**config.mk**
```make
export PLATFORM = sky130hd
export DESIGN_NAME = eager_fork_data
export DESIGN_NICKNAME = d
export VERILOG_FILES = /design/src/rtl/eager_fork_data_pkg.sv /design/src/rtl/eager_fork_data_register_block.sv /design/src/rtl/eager_fork_data.sv
export SDC_FILE = /design/constraint.sdc
export NUM_CORES = 1
export LEC_CHECK = 0
export BUFFER_PORTS_ARGS = -buffer_cell sky130_fd_sc_hd__buf_2
export CAP_MARGIN = 15
export CORE_MARGIN = 2
export CORE_UTILIZATION = 27
export DETAILED_ROUTE_END_ITERATION = 10
export PLACE_DENSITY = 0.81
export SLEW_MARGIN = 20
export SYNTH_ARGS = -nofsm -noshare
export SYNTH_HDL_FRONTEND = slang
export SYNTH_SLANG_ARGS = --single-unit
```
**constraint.sdc**
```tcl
create_clock -name clk -period 0.9 [get_ports clk]
set_clock_uncertainty 0.05 [all_clocks]
set_input_delay 0.18 -clock clk [delete_from_list [all_inputs] [get_ports clk]]
set_output_delay 0.18 -clock clk [all_outputs]
set_load 0.03 [all_outputs]
```
**src/rtl/eager_fork_data_pkg.sv**
```systemverilog
// Shared defaults for the eager fork.
// Latency: none, this file holds constants only.
// Backpressure: not applicable.
package eager_fork_data_pkg;

  // Default number of consumer branches.
  localparam int DEFAULT_OUTPUTS   = 2;
  // Default token width in bits.
  localparam int DEFAULT_DATA_TYPE = 32;

endpackage

```
**src/rtl/eager_fork_data_register_block.sv**
```systemverilog
// Per-branch state of the eager fork: remembers whether this branch already took the token.
// Latency: 0 cycles, outs_valid and done are combinational from inputs and the sent bit.
// Backpressure: a stalled branch keeps outs_valid high until it accepts; a served branch goes quiet.
module eager_fork_register_block (
  input  logic clk,
  input  logic rst,
  input  logic ins_valid,
  input  logic outs_ready,
  input  logic all_done,
  output logic outs_valid,
  output logic done
);
  import eager_fork_data_pkg::*;

  logic sent_q;
  logic sent_d;

  // Offer the token until this branch takes it; retire clears the bit for the next token.
  always_comb begin
    outs_valid = ins_valid & ~sent_q;
    done       = sent_q | outs_ready;
    sent_d     = sent_q | (outs_valid & outs_ready);
    if (ins_valid && all_done) begin
      sent_d = 1'b0;
    end
  end

  // Sent bit, cleared by the synchronous active-low reset.
  always_ff @(posedge clk) begin
    if (!rst) begin
      sent_q <= 1'b0;
    end else begin
      sent_q <= sent_d;
    end
  end

endmodule

```
**src/rtl/eager_fork_data.sv**
```systemverilog
// Eager fork: broadcasts one elastic input token to OUTPUTS consumers, each firing independently.
// Latency: 0 cycles, data and valid/ready are combinational, no buffering stage.
// Backpressure: ins_ready rises only once every branch has taken or is taking the token.
module eager_fork_data
  import eager_fork_data_pkg::*;
#(
  parameter int OUTPUTS   = DEFAULT_OUTPUTS,
  parameter int DATA_TYPE = DEFAULT_DATA_TYPE
) (
  input  logic                           clk,
  input  logic                           rst,
  input  logic [DATA_TYPE-1:0]           ins,
  input  logic                           ins_valid,
  output logic                           ins_ready,
  output logic [OUTPUTS*DATA_TYPE-1:0]   outs,
  output logic [OUTPUTS-1:0]             outs_valid,
  input  logic [OUTPUTS-1:0]             outs_ready
);

  logic [OUTPUTS-1:0] done;
  logic               all_done;

  // The token retires when every branch is done; this does not look at ins_valid.
  assign all_done  = &done;
  assign ins_ready = all_done;

  for (genvar g = 0; g < OUTPUTS; g++) begin : g_branch
    // Every branch carries the input data directly; there is no data register.
    assign outs[g*DATA_TYPE +: DATA_TYPE] = ins;

    eager_fork_register_block u_reg (
      .clk        (clk),
      .rst        (rst),
      .ins_valid  (ins_valid),
      .outs_ready (outs_ready[g]),
      .all_done   (all_done),
      .outs_valid (outs_valid[g]),
      .done       (done[g])
    );
  end

endmodule

```
==> impl_metrics.yaml <==
status:
  status: "finished, violations left"
  failed_checks: "negative setup slack"
worst_setup_path:
  reg2reg_from: "g_branch[0].u_reg.sent_q"
  r2r_slack_ns: 0.04
  arrival_ns: 0.88
  critical_path_class: "flip-flop to output pin"
  worstPathMaxFanout: 4
  crit_required_ns: 0.67
  start_kind: "flip-flop"
  r2r_end: "g_branch[0].u_reg.sent_q"
  ff2ff_path_depth: 3
  cp-end-kind: "output pin"
global_routing:
  antenna_found_initial: 0
  grt_pass1_wl_microns: 938
  grt_overflow: 0
  grt_max_degree: 7
  grt_usage: 0.0519
  grt_pass1_vias: 190
min_path:
  hold_class: "input port to flip-flop"
  hold_start: "rst"
  min_to: "g_branch[0].u_reg.sent_q"
  worstHoldPathCells: 2
sta:
  hold_viol_final: 0
  layout_min_cycle_time_ns: 1.11
  rsz0062_at_grt: "true"
  slew_headroom: 0.905
  tns_ns: -0.508
  timing.fmax_ghz: 0.900
  fin_ws_ns: -0.211
  tightestPinTransition_ns: 0.142
  maxSlewViolCount: 0
  setup_viol: 3
  post-route-period-util: 1.23
clocking:
  root_buffer: "clkbuf_4"
  cts_tree: "yes"
  clk_latency_ns: 0.23
  htreeDepth: 1
  cts.sinks: 2
  clockBufferDepth: 2
  postCtsSetupRepairBufs: 0
  clk_pin_slew_worst_paths_ns: 0.03
  numCtsBuffers: 3
detailed_routing:
  drtIter0Drc: 6
  dr_total_vias: 176
  first_pass_iters: 4
  wl_microns: 684
  wl_met1_microns: 140
  antenna_left: 0
  wire_per_inst_microns: 14.0
  highest_layer: "met4"
  drc: 0
  wl_met3_microns: 207
  via_per_inst: 3.59
  wl_met2_microns: 270
cells_and_area:
  fin_util: 0.106
  syn2layout_area_growth_pct: -63.8
  top_register: "g_branch.u_reg.sent_q"
  mostFrequentLayoutCells: "4 x buf_2, 3 x clkbuf_4, 3 x buf_4"
  drive_above_1_share: 0.636
  layout_commonest_cell: "buf_2"
  nFillCells: 228
  final_nets: 61
  reg.largest.list: "g_branch.u_reg.sent_q x2"
  largest_register_ffs: 2
  n_antenna_cell: 0
die:
  row_count: 16
  die_x_microns: 50.9
  dieArea_sq_um: 2590
  die_y_microns: 50.9
  floorplan.initialDensity: 0.294
  pin_count: 104
  core_sq_um: 2020
yosys:
  synth_cell_types: 7
  yosysWarnings: 0
  ys_ff_latch: 2
  avgSynthCellArea_sq_um: 7.72
  syn_nets: 114
  netlist_area_sq_um: 594
  postSynthCellCount: 77
  seq_area_frac_synth: 0.0674
  yosys-top-cells-area: "buf_4 83%, dfxtp_1 6.7%, and3b_1 2.9%, nor2b_1 2.1%, a21oi_1 1.7%"
  synth_top_area_frac: 0.834
  synth_top_cell_by_area: "buf_4"
place:
  io_buffers: 7
  place_congestion: 0.433
  place_hpwl_microns: 536
power:
  power_per_cell_area_nw_per_um2: 1770
  power.leakage_nw: 0.0977
  ir_drop_v: 0.000767
flow_run:
  max-cap-violations: 0
==> routing by layer <==
layer / track usage / vias up
met2: 0.0584 / 25
met4: 0.104 / 0
met5: 0 / -
met1: 0.0193 / 71
met3: 0.0702 / 16
li1: - / 64
==> synth_stat cells (all sizes together) <==
cell type / n
o22a: 1
nor2b: 2
buf: 66
o21ai: 2
and3b: 2
a21oi: 2
dfxtp: 2
==> final cells by class <==
| type | instances | area, sq um | area share |
|---|---|---|---|
| multi-input combinational | 9 | 62.6 | 0.291 |
| clock buffer | 3 | 22.5 | 0.105 |
| timing repair buffer | 8 | 53.8 | 0.250 |
| sequential | 2 | 42.5 | 0.198 |
| tap | 27 | 33.8 | 0.157 |
==> through the flow <==
stage                     total power, mW  instances  instance area [sq um]  setup WS [ns]  hold WS [ns]
after floorplan                     0.680         77                    594         0.0172         0.294
after global placement              0.165         46                    175        0.00260         0.310
after detailed placement            0.168         46                    175        -0.0329         0.310
after CTS                           0.393         49                    211         -0.225         0.161
after global routing                0.410         49                    215         -0.246         0.162
final                               0.382         49                    215         -0.211         0.171
==> worst max-delay path, cell delays in order, from the launching register on <==
cell	delay, ns
dfxtp_2	0.32
o22a_1	0.19
buf_6	0.14
==> where the power goes <==
group          leakage, nW  switching, mW  internal, mW  total [mW]
Sequential          0.0172        0.00459        0.0956       0.100
Combinational       0.0667         0.0421        0.0377      0.0797
Clock               0.0138         0.0543         0.147       0.202
Total               0.0977          0.101         0.281       0.382
==> cell families after synthesis <==
group,share of synthesized area
AOI/OAI and AO/OA,0.0484
buffers and inverters,0.834
DFF,0.0674
and+or+nand+nor,0.0505
==> worst max path at each step <==
stage / startpoint / endpoint / cells past startpoint
global placement: g_branch[0].u_reg.sent_q / ins_ready / 2
floorplan: g_branch[0].u_reg.sent_q / ins_ready / 1
finish: g_branch[1].u_reg.sent_q / ins_ready / 2
CTS: g_branch[0].u_reg.sent_q / ins_ready / 2
global route: g_branch[0].u_reg.sent_q / ins_ready / 2
detailed placement: g_branch[1].u_reg.sent_q / ins_ready / 2
==> timing repair <==
| action | in CTS | in global routing |
|---|---|---|
| gates cloned | 0 | 0 |
| gates resized for setup | 7 | 1 |
| pin swaps | 2 | 0 |
| hold buffers | 0 | 0 |
| endpoints found under the setup margin | 4 | 4 |
(Power assumes the default switching activity.)
